**src/rtl/tx_gate_ctrl_list.sv**
```systemverilog
// rtl/tx_gate_ctrl_list.sv - time-aware gate control list executor for one TX port
//
// Purpose:
//   Steps through a programmable list of {gate bitmap, interval} entries and
//   drives the per-priority gate vector consumed by the TX QoS scheduler.
//   A cycle-start pulse from the time-sync logic starts or resyncs the list
//   at entry 0. While not running, the admin gate vector is driven instead.
//
// Ports:
//   i_clk, i_rst          clock, synchronous active-high reset
//   i_gate_enable         level: 1 runs the list, 0 forces the admin state
//   i_admin_gate_state    gate vector driven while not running
//   i_gcl_len             number of valid entries (1..GCL_DEPTH)
//   i_cycle_start         single-cycle pulse, (re)starts the list at entry 0
//   i_gcl_wr_*            table write port (strobe, index, gate, interval)
//   o_ControlList_state   registered gate vector, bit n=1 opens queue n
//   o_gcl_index           registered index of the active entry
//   o_gcl_running         high while executing the list
//   o_cycle_wrap          one-cycle pulse when the list wraps to entry 0
//   o_cfg_err             enabled with an out-of-range list length
module tx_gate_ctrl_list #(
  parameter int PORT_FIFO_PRI_NUM = 8,
  parameter int GCL_DEPTH         = 16,
  parameter int GCL_ADDR_W        = 4,
  parameter int INTERVAL_W        = 32
) (
  input  logic                         i_clk,
  input  logic                         i_rst,
  input  logic                         i_gate_enable,
  input  logic [PORT_FIFO_PRI_NUM-1:0] i_admin_gate_state,
  input  logic [GCL_ADDR_W:0]          i_gcl_len,
  input  logic                         i_cycle_start,
  input  logic                         i_gcl_wr_en,
  input  logic [GCL_ADDR_W-1:0]        i_gcl_wr_addr,
  input  logic [PORT_FIFO_PRI_NUM-1:0] i_gcl_wr_gate,
  input  logic [INTERVAL_W-1:0]        i_gcl_wr_interval,
  output logic [PORT_FIFO_PRI_NUM-1:0] o_ControlList_state,
  output logic [GCL_ADDR_W-1:0]        o_gcl_index,
  output logic                         o_gcl_running,
  output logic                         o_cycle_wrap,
  output logic                         o_cfg_err
);

  typedef enum logic [1:0] {
    ST_IDLE = 2'd0,
    ST_WAIT = 2'd1,
    ST_RUN  = 2'd2
  } state_e;

  localparam logic [GCL_ADDR_W:0]   LEN_MAX  = (GCL_ADDR_W+1)'(GCL_DEPTH);
  localparam logic [GCL_ADDR_W:0]   LEN_ONE  = (GCL_ADDR_W+1)'(1);
  localparam logic [GCL_ADDR_W-1:0] IDX_ONE  = GCL_ADDR_W'(1);
  localparam logic [INTERVAL_W-1:0] INTV_ONE = INTERVAL_W'(1);

  // Gate control table
  logic [PORT_FIFO_PRI_NUM-1:0] gate_mem_q [GCL_DEPTH];
  logic [INTERVAL_W-1:0]        intv_mem_q [GCL_DEPTH];

  always_ff @(posedge i_clk) begin
    if (i_gcl_wr_en) begin
      gate_mem_q[i_gcl_wr_addr] <= i_gcl_wr_gate;
      intv_mem_q[i_gcl_wr_addr] <= i_gcl_wr_interval;
    end
  end

  // Execution state
  state_e                       state_q, state_d;
  logic [PORT_FIFO_PRI_NUM-1:0] gate_q, gate_d;
  logic [GCL_ADDR_W-1:0]        idx_q, idx_d;
  logic [INTERVAL_W-1:0]        cnt_q, cnt_d;
  logic                         running_q, running_d;
  logic                         wrap_q, wrap_d;
  logic                         cfg_err_q, cfg_err_d;

  logic                         len_valid;
  logic                         last_entry;
  logic [GCL_ADDR_W-1:0]        load_idx;
  logic [PORT_FIFO_PRI_NUM-1:0] load_gate;
  logic [INTERVAL_W-1:0]        load_intv;
  logic [INTERVAL_W-1:0]        load_cnt;
  logic                         do_load;

  assign len_valid  = (i_gcl_len >= LEN_ONE) && (i_gcl_len <= LEN_MAX);
  // Extended compare so a length that shrank below index+1 also wraps.
  assign last_entry = (({1'b0, idx_q} + LEN_ONE) >= i_gcl_len);

  // Entry to load this cycle: only a plain advance goes to idx+1; a start,
  // a wrap or the first load from WAIT all go to entry 0.
  always_comb begin
    load_idx = '0;
    if ((state_q == ST_RUN) && !i_cycle_start && !last_entry) begin
      load_idx = idx_q + IDX_ONE;
    end
  end

  // Table is read from the registered contents, so a write landing on the
  // same edge as the load is seen only on the next visit to that entry.
  assign load_gate = gate_mem_q[load_idx];
  assign load_intv = intv_mem_q[load_idx];
  // Counter holds remaining cycles minus one; interval 0 behaves like 1.
  assign load_cnt  = (load_intv == '0) ? '0 : (load_intv - INTV_ONE);

  always_comb begin
    state_d   = state_q;
    gate_d    = gate_q;
    idx_d     = idx_q;
    cnt_d     = cnt_q;
    running_d = running_q;
    wrap_d    = 1'b0;
    do_load   = 1'b0;
    cfg_err_d = i_gate_enable && !len_valid;

    case (state_q)
      ST_IDLE: begin
        gate_d    = i_admin_gate_state;
        idx_d     = '0;
        cnt_d     = '0;
        running_d = 1'b0;
        if (i_gate_enable) begin
          state_d = ST_WAIT;
        end
      end

      ST_WAIT: begin
        gate_d    = i_admin_gate_state;
        idx_d     = '0;
        cnt_d     = '0;
        running_d = 1'b0;
        if (i_cycle_start && len_valid) begin
          state_d   = ST_RUN;
          running_d = 1'b1;
          do_load   = 1'b1;
        end
      end

      ST_RUN: begin
        if (!len_valid) begin
          state_d   = ST_WAIT;
          gate_d    = i_admin_gate_state;
          idx_d     = '0;
          cnt_d     = '0;
          running_d = 1'b0;
        end else if (i_cycle_start) begin
          // Resync abandons the current entry without a wrap pulse.
          do_load = 1'b1;
        end else if (cnt_q == '0) begin
          do_load = 1'b1;
          wrap_d  = last_entry;
        end else begin
          cnt_d = cnt_q - INTV_ONE;
        end
      end

      default: begin
        state_d   = ST_IDLE;
        gate_d    = i_admin_gate_state;
        idx_d     = '0;
        cnt_d     = '0;
        running_d = 1'b0;
      end
    endcase

    if (do_load) begin
      gate_d = load_gate;
      cnt_d  = load_cnt;
      idx_d  = load_idx;
    end

    // Disable overrides everything else.
    if (!i_gate_enable) begin
      state_d   = ST_IDLE;
      gate_d    = i_admin_gate_state;
      idx_d     = '0;
      cnt_d     = '0;
      running_d = 1'b0;
      wrap_d    = 1'b0;
    end
  end

  always_ff @(posedge i_clk) begin
    if (i_rst) begin
      state_q   <= ST_IDLE;
      gate_q    <= '1;
      idx_q     <= '0;
      cnt_q     <= '0;
      running_q <= 1'b0;
      wrap_q    <= 1'b0;
      cfg_err_q <= 1'b0;
    end else begin
      state_q   <= state_d;
      gate_q    <= gate_d;
      idx_q     <= idx_d;
      cnt_q     <= cnt_d;
      running_q <= running_d;
      wrap_q    <= wrap_d;
      cfg_err_q <= cfg_err_d;
    end
  end

  assign o_ControlList_state = gate_q;
  assign o_gcl_index         = idx_q;
  assign o_gcl_running       = running_q;
  assign o_cycle_wrap        = wrap_q;
  assign o_cfg_err           = cfg_err_q;

endmodule

```
**config.mk**
```make
export PLATFORM = sky130hd
export DESIGN_NAME = tx_gate_ctrl_list
export DESIGN_NICKNAME = d
export VERILOG_FILES = /design/src/rtl/tx_gate_ctrl_list.sv
export SDC_FILE = /design/constraint.sdc
export NUM_CORES = 1
export LEC_CHECK = 0
export CAP_MARGIN = 10
export CORE_MARGIN = 3
export CORE_UTILIZATION = 40
export DETAILED_ROUTE_END_ITERATION = 12
export PLACE_DENSITY_LB_ADDON = 0.12
export SYNTH_ARGS = -nofsm -noshare
export SYNTH_HDL_FRONTEND = slang
export SYNTH_SLANG_ARGS = --single-unit
```
**constraint.sdc**
```tcl
create_clock -name i_clk -period 6 [get_ports i_clk]
set_input_delay 0.9 -clock i_clk [delete_from_list [all_inputs] [get_ports i_clk]]
set_output_delay 0.9 -clock i_clk [all_outputs]
set_load 0.05 [all_outputs]
```
==> flow_metrics.py <==
metrics = {
    "layout": {
        "fin_area_sq_um": 33800,
        "fin_nets": 2202,
        "final_cells": 3139,
        "layout-drive-gt1-share": 0.149,
        "num_antenna_cells": 0,
        "syn_to_final_growth_pct": 16.3,
    },
    "routing": {
        "met2WireLength_um": 39500,
        "firstDrtPassIters": 5,
        "wl_met1_um": 40500,
        "wl_um": 88800,
        "vias_per_cell": 5.95,
        "ant_nets": 0,
        "via_count": 18671,
        "drt-wirelength-per-cell_um": 28.3,
        "drt-initial-drc-count": 2061,
        "highest_layer": "met4",
        "wl_met3_um": 6180,
        "drc_errors": 0,
    },
    "timing": {
        "fmax_mhz": 179,
        "worst_slew_pin_slew_ns": 1.18,
        "clock_skew_ns": 0.0258,
        "slew_viol_final": 0,
        "hold_ws_ns": 0.507,
        "rsz0062_at_grt": "no",
        "fin_tns_setup_ns": 0,
        "finalSetupViolCount": 0,
        "slew-limit-headroom": 0.212,
        "timing.final.crit_share": 0.929,
        "hold_violations": 0,
        "setup_ws_ns": 0.428,
        "period_needed_ns": 5.57,
    },
    "pwr": {
        "swShare": 0.210,
        "comb_power_share": 0.032,
        "p_int_w": 0.00799,
        "p_per_area_nw_per_um2": 300,
        "ir_drop_v": 0.000181,
        "total_leakage_power_nw": 10.7,
        "p_seq_frac": 0.531,
        "power_frac_clock": 0.437,
        "p_sw_w": 0.00212,
    },
    "floorplan": {
        "die_area_sq_um": 75800,
        "fp.dieW_um": 275,
        "rows": 98,
        "start_util": 0.405,
        "core_sq_um": 71700,
        "io-pin-count": 77,
        "die_height_um": 275,
    },
    "grt": {
        "antenna_found_initial": 0,
        "grt_pass1_wl_um": 129000,
        "grt_max_degree": 78,
        "grt_overflow": 0,
        "gr-usage-all-layers": 0.235,
        "grt_pass1_vias": 18524,
    },
    "logic_synthesis": {
        "ys_seq_elements": 689,
        "synth.top_cells.by_area": "edfxtp_1, dfxtp_1, mux4_2",
        "synth_edf_count": 640,
        "seq_area_frac_synth": 0.696,
        "syn-cell-area_sq_um": 29000,
        "synth_top_area_frac": 0.662,
        "netlist_top_cells_count": "edfxtp_1, nand2_1, nor2_1, a21oi_1, o21ai_0",
        "synthCells": 2000,
        "ys_types": 92,
        "synthesis.nets": 2073,
        "synth_flop_cell": "edfxtp_1",
        "synth_top_area_cell": "edfxtp_1",
        "ys_warn_count": 0,
        "yosysMostFrequentCell": "edfxtp_1",
        "syn_area_per_cell_sq_um": 14.5,
        "synth-async-reset-ratio": 0,
    },
    "critical_path": {
        "crit_fanout": 29,
        "critical_path_class": "register to register",
        "worst_setup_path_end_kind": "register",
        "start_kind": "register",
        "reg2reg_setup_slack_ns": 0.43,
        "required_ns": 6.49,
        "startpoint": "state_q[0]",
        "r2r.worst_path.cells": 15,
        "worstReg2RegEnd": "cnt_q[7]",
        "crit_arrival_ns": 6.06,
        "r2r-start": "state_q[0]",
    },
    "placement": {
        "dp_slack_ns": 0.165,
        "gp_congestion": 0.871,
        "place.port_buffers": 76,
        "place_inst": 3001,
        "placed_area_sq_um": 31400,
        "dp.final_hpwl_um": 54400,
    },
    "cts": {
        "cts_buffer_depth": 3,
        "hold_buffers": 0,
        "clock-root-buffer": "clkbuf_16",
        "postCtsResizedCells": 0,
        "h-tree-depth": 3,
        "cts_made_buffers": 76,
        "clk_latency_ns": 0.62,
        "post_cts_buffers": 0,
        "cts_tree": "built",
        "numClockSinks": 689,
        "path_clk_slew_ns": 0.06,
    },
    "hold_path": {
        "hold_path_depth": 2,
        "hp-start": "cnt_q[5]",
        "holdCritPathClass": "register to register",
        "hold_path_end": "cnt_q[5]",
    },
    "run_status": {
        "outcome": "finished, final reports clean",
    },
    "flow_run": {
        "max_cap_viol_count": 0,
    },
}
==> area by class of cell <==
class / instances / area [sq um]
inverters: 19 / 71.3
flip-flops and latches: 689 / 20200
fillers: 6229 / 38000
repair buffers: 181 / 1640
multi-input cells: 1162 / 8310
clock inverters: 34 / 272
well taps: 950 / 1190
clock buffers: 104 / 2070
==> state kept, by name, summed over array words and instances, names as in the netlist <==
register	count
o_gcl_index	4
gate_mem_q	128
o_cycle_wrap	1
intv_mem_q	512
cnt_q	32
o_gcl_running	1
o_ControlList_state	8
state_q	2
o_cfg_err	1
==> critical path, stage by stage (launching register included) <==
cell,delay [ns]
dfxtp_1,0.33
inv_1,0.09
ha_1,0.49
nor2b_1,0.96
nand3_2,0.49
a21oi_4,0.67
o211ai_1,0.22
a22oi_1,0.45
nand3_2,0.18
nor4_4,0.28
buf_4,0.19
and4bb_1,0.29
a31oi_2,0.14
buf_12,0.22
a222oi_1,0.35
nor2_1,0.06
==> cell families after synthesis <==
family	after synthesis	synth area share
flops	689	0.696
fa+ha+maj	11	0.00474
mux	109	0.0533
buf+inv	149	0.0236
compound gates	495	0.122
simple gates	504	0.0861
xor+xnor	43	0.0139
==> power by group through the flow <==
| stage | Clock, W | Sequential (W) | Combinational [W] |
|---|---|---|---|
| finish | 0.00442 | 0.00537 | 0.000325 |
| global route | 0.00471 | 0.00537 | 0.000349 |
| CTS | 0.00450 | 0.00537 | 0.000325 |
| detailed placement | 0 | 0.00547 | 0.000324 |
| global placement | 0 | 0.00547 | 0.000317 |
| floorplan | 0 | 0.00548 | 0.000117 |
==> worst max-delay path by stage <==
stage | endpoint | slack, ns | depth (start not counted)
2_1_floorplan | cnt_q[11] | 0.62 | 27
3_3_place_gp | cnt_q[20] | 0.20 | 14
3_5_place_dp | cnt_q[7] | 0.17 | 14
4_1_cts | cnt_q[7] | 0.56 | 15
5_1_grt | cnt_q[15] | 0.27 | 15
6_report | cnt_q[7] | 0.43 | 15
==> metrics by stage <==
| stage | utilization | total power, W |
|---|---|---|
| floorplan | - | 0.00559 |
| global placement | 0.438 | 0.00578 |
| detailed placement | 0.438 | 0.00579 |
| CTS | 0.471 | 0.0102 |
| global route | 0.471 | 0.0104 |
| finish | 0.471 | 0.0101 |
==> layer usage <==
metal | GRT usage | vias to the layer above
met5 | 0 | -
met4 | 0.0777 | 0
met3 | 0.0392 | 137
met2 | 0.354 | 702
met1 | 0.348 | 9577
li1 | - | 8255
==> cells in the final DEF, fill, tap and decap left out, drive strengths merged, types with 49 or more instances in the layout <==
master / n
nand3: 74
clkdlybuf4s50: 76
nand2: 155
a21oi: 85
mux2i: 50
o221ai: 49
edfxtp: 640
buf: 105
o21ai: 86
nor2: 113
dfxtp: 49
a211oi: 59
clkbuf: 104
No activity file was read; power rests on OpenSTA's default activity.
==> edit 1: new RTL, same settings <==
The 3 states of `state_e` get a one-hot encoding in 3 bits.
--- a/src/rtl/tx_gate_ctrl_list.sv
+++ b/src/rtl/tx_gate_ctrl_list.sv
@@ -42,8 +42,8 @@
 );
 
-  typedef enum logic [1:0] {
-    ST_IDLE = 2'd0,
-    ST_WAIT = 2'd1,
-    ST_RUN  = 2'd2
+  typedef enum logic [2:0] {
+    ST_IDLE = 3'b001,
+    ST_WAIT = 3'b010,
+    ST_RUN  = 3'b100
   } state_e;
 
Function: no difference found for any inputs over 4 cycles, from zero or initial values and one cycle with i_rst high; so few cycles prove little.
==> edit 1 against the original RTL <==
- design area decreased by 2.7%
- synthesized area down 3.3%
- sequential cell count increased by 1
- combinational power decreased by 17%
- power is 0.94% lower
- routed wire length down 9.1%
- clock skew is 6.4 ps lower
- worst setup slack gained 240 ps
- count of clock-buffer cells in the layout is 18 lower
- highest routed layer is now met5
==> edit 1: results (changes against the original RTL) <==
| Metric | Value |
|---|---|
| Antenna violations before repair | 5 (+5) |
| Clk_skew | 19.4 ps (-6.40 ps) |
| Async S/R FF share, synth | 0% (unchanged) |
| Gpl congestion | 0.819 (-6.0%) |
| Top sig layer | met5 |
| Dpl hpwl | 48000 microns (-12%) |
| H-tree depth | 3 (unchanged) |
| CTS Buf Count | 74 (-2.6%) |
| Count of cell types in the netlist | 81 (-12%) |
| Met2 WL post-DR | 36600 microns (-7.3%) |
| Lkg Pwr | 0.0106 uW (-1.3%) |
| Clock Tree Buf Depth | 3 (unchanged) |
| CP Max Fanout | 19 (-34%) |
| Post-detailed-routing wire length | 80700 microns (-9.1%) |
| Router iterations before antenna repair | 6 (+1) |
| First DRT Iteration DRCs | 1716 (-17%) |
| Clk Latency, worst-skew pair | 620 ps (about the same) |
| Most common library cells after synthesis | edfxtp_1 (640), nand2_1 (189), a21oi_1 (84) |
| Top flop regs | intv_mem_q: 512 flops, gate_mem_q: 128 flops, cnt_q: 32 flops |
| CTS root buf | clkbuf_16 |
| First-pass GRT wire length | 118000 microns (-9.0%) |
| # Post-CTS Setup Buffers | 0 (unchanged) |
| Outcome | finished clean |
| Area post-placement | 0.0305 sq mm (-2.8%) |
| Dominant cells by area after synthesis | edfxtp_1 (69%), dfxtp_1 (3.6%), nand2_1 (2.5%) |
| Seq/Total Area, Yosys | 72.1% (+2.5 points) |
| Final Net Count | 2083 (-5.4%) |
| Largest net degree at the start of global routing | 53 (-32%) |
| Clock transition at path regs | 60 ps (about the same) |
| Slowest CP cell | a2111oi_0 |
| Met1 GRT Util | 31.6% (-3.2 points) |
| Post-cts sizing count | 0 (unchanged) |
| Met3 Use GR | 4.54% (+0.62 points) |
| GRT Util Overall | 21.9% (-1.6 points) |
| CP peak stage delay | 880 ps (-80 ps) |
| Peak supply drop | 0.237 mV (+31%) |
| Slew margin rel. | 22.5% (+1.3 points) |
| Synth warnings | 0 (unchanged) |
| PortBufs | 76 (unchanged) |
| EDFF count, synth | 640 (unchanged) |
| Worst Hold Class | reg -> reg |
| M1 WL | 36100 microns (-11%) |
| Vias | 17258 (-7.6%) |
| Layout cells sized above 1 | 15.0% (+0.083 points) |
| Met3 WL | 5850 microns (-5.5%) |
| Pre-CTS WS | 158 ps (-6.91 ps) |
| Met2 Resource Use GR | 33.6% (-1.8 points) |
## edit 1: per-stage QoR
step | hold slack [ps] | util, % | power (uW) | std cells
2_1_floorplan | 458 | - | 5570 | 1866
3_3_place_gp | 456 | 44.2 | 5740 | 2868
3_5_place_dp | 459 | 44.2 | 5740 | 2868
4_1_cts | 473 | 47.5 | 10100 | 3001
5_1_grt | 499 | 47.5 | 10300 | 3001
6_report | 465 | 47.5 | 10000 | 3003
## edit 1: area by class of cell
| type | instances | area [sq um] |
|---|---|---|
| well taps | 931 | 1160 |
| diodes | 2 | 5.00 |
| inverters | 18 | 67.6 |
| fillers | 5977 | 36200 |
| clock buffers | 86 | 1900 |
| repair buffers | 180 | 1580 |
| clock inverters | 47 | 399 |
| multi-input cells | 1049 | 7500 |
| flip-flops and latches | 690 | 20200 |
## edit 1: kinds of logic after synthesis
family	Yosys count	synth area share, %
and+or+nand+nor	474	8.40
xor gates and xnor gates	60	1.87
buffers and inverters	127	1.97
AOI/OAI and AO/OA	400	10.1
DFF	690	72.1
adders and majority gates	8	0.357
muxes	107	5.24
## edit 1: final timing paths
| path | start | endpoint | slack (ps) | cells after the start |
|---|---|---|---|---|
| min | o_gcl_running | o_gcl_running | 470 | 1 |
| max reg2reg | o_gcl_index[0] | cnt_q[2] | 730 | 18 |
| min reg2reg | o_gcl_running | o_gcl_running | 470 | 1 |
| max | i_gcl_len[4] | cnt_q[2] | 660 | 17 |
## edit 1: where the power goes
part           switching [uW]  internal, uW  leakage [uW]
clock                    1880          2490       0.00111
combinational             186          83.0       0.00328
sequential               22.1          5350       0.00619
total                    2090          7930        0.0106
## edit 1: worst max-delay path, delay by kind of cell
family	cells	cell delay, ps
adders and majority gates	1	350
buffers and inverters	5	1320
and+or+nand+nor	5	1520
AOI/OAI and AO/OA	6	1710
==> edit 2: new RTL, same flow settings <==
Without the edit above. Set the parameter `PORT_FIFO_PRI_NUM` to 7 (it was 8).
--- a/src/rtl/tx_gate_ctrl_list.sv
+++ b/src/rtl/tx_gate_ctrl_list.sv
@@ -20,5 +20,5 @@
 //   o_cfg_err             enabled with an out-of-range list length
 module tx_gate_ctrl_list #(
-  parameter int PORT_FIFO_PRI_NUM = 8,
+  parameter int PORT_FIFO_PRI_NUM = 7,
   parameter int GCL_DEPTH         = 16,
   parameter int GCL_ADDR_W        = 4,
Interface: changed (resized i_admin_gate_state, i_gcl_wr_gate and o_ControlList_state); port bits go from 77 to 74. No check against the original RTL was run, so the function may have changed too.
==> edit 2 against the original RTL <==
- worst setup slack improved by 200 ps
- synthesized area decreased by 2.6%
- sequential share of layout area fell by 0.48 points
- sequential cell count decreased by 17
- routed wire length shrank 2.2%
- die area down 2.5%
- non-clock buffer count up 7
- design area fell by 1.7%
- global-route usage down 0.16 points
- combinational power decreased by 6.5%
- power up 0.11%
- worst hold slack worse by 6.8 ps
- largest cell class unchanged
- largest power group unchanged
==> edit 2: results (changes against the original RTL) <==
| Metric | Value |
|---|---|
| Met3 Use GR | 4.25% (+0.33 points) |
| Reg-to-Reg End | cnt_q[26] |
| Antenna violations before repair | 3 (+3) |
| Met3 WL | 6070 microns (-1.8%) |
| Seq cells | 672 (-2.5%) |
| Slowest CP cell | o21ai_0 |
| Top flop regs | intv_mem_q: 512 flops, gate_mem_q: 112 flops, cnt_q: 32 flops |
| Clk_skew | 21.1 ps (-4.66 ps) |
| Reg-to-Reg Start | o_gcl_index[1] |
| Met2 Resource Use GR | 37.1% (+1.8 points) |
| Dpl hpwl | 52600 microns (-3.4%) |
| Outcome | finished clean |
| Synth Area in Adders | 0.487% (+0.012 points) |
| Synth Net Count | 2050 (-1.1%) |
| Repair and plain buffers | 188 (+3.9%) |
| Drt wl/cell | 27.9 microns (-1.4%) |
| Clock network area share | 7.34% (+0.41 points) |
| Multi-input gate area | 0.00808 sq mm (-2.8%) |
| First DRT Iteration DRCs | 2035 (-1.3%) |
| Inverters | 25 (+6) |
| Synth Area in Compound Gates | 12.2% (about the same) |
| Most common library cells after synthesis | edfxtp_1 (624), nand2_1 (180), nor2_1 (112) |
| Syn Area/Cell | 14.3 sq um (-1.5%) |
| NonClk Buf Share | 5.14% (+0.29 points) |
| Lkg Pwr | 0.0106 uW (-0.97%) |
| First-pass GRT wire length | 127000 microns (-1.8%) |
| CP peak stage delay | 520 ps (-440 ps) |
| Largest net degree at the start of global routing | 119 (+53%) |
| # placed instances | 2983 (-0.60%) |
| Hold_sp | cnt_q[4] |
| Seq/Total Area, Yosys | 69.7% (about the same) |
| M1 WL | 38300 microns (-5.5%) |
| Post-Synth XOR/XNOR Area | 1.15% (-0.24 points) |
| Non-Filler Instances | 3116 (-0.73%) |
| Initial Util | 40.8% (+0.34 points) |
| EDFF count, synth | 624 (-2.5%) |
| Top sig layer | met5 |
| Gpl congestion | 0.864 (-0.83%) |
| Final Critical Period | 5370 ps (-199 ps) |
| Final Net Count | 2200 (-0.091%) |
| FF-to-FF path depth | 17 (+2) |
| Multi-input logic cell count | 1167 (+0.43%) |
| Area post-placement | 0.0307 sq mm (-2.1%) |
| Met1 GRT Util | 33.2% (-1.6 points) |
| Slew margin rel. | 17.9% (-3.3 points) |
| Peak supply drop | 0.223 mV (+23%) |
| Worst EP arrival | 5800 ps (-260 ps) |
| CP Max Fanout | 11 (-62%) |
| Layout cells sized above 1 | 15.7% (+0.76 points) |
| Final Cell Area | 0.0332 sq mm (-1.7%) |
| Min Hold Slack | 501 ps (-6.75 ps) |
| Proportion of synthesized area in mux cells | 5.51% (+0.18 points) |
| Vias | 18494 (-0.95%) |
## edit 2: changes by cell type after synthesis, sizes merged, moves of 15 or more
cell | before | now
xor2 | 24 | 9
clkbuf | 62 | 42
mux2i | 50 | 69
o22ai | 17 | 45
o221ai | 49 | 12
nand2 | 155 | 182
edfxtp | 640 | 624
a31oi | 28 | 12
## edit 2: worst reg2reg max path: stages, from the launching register on
cell and delay, ps:
dfxtp_1 450, ha_1 350, and3_1 250, ha_1 300
a21oi_4 370, nand2_2 110, a21o_4 280, a221oi_1 390
o21ai_0 210, o21ai_0 520, ha_1 290, inv_1 60
a211oi_2 250, nand3_1 350, nor4_2 510, nand3_1 160
xnor2_1 230, o22ai_1 110
## edit 2: power by group
part	leakage, uW	switching (uW)	internal (uW)
sequential	0.00603	21.1	5210
combinational	0.00339	211	93.4
clock	0.00119	1860	2730
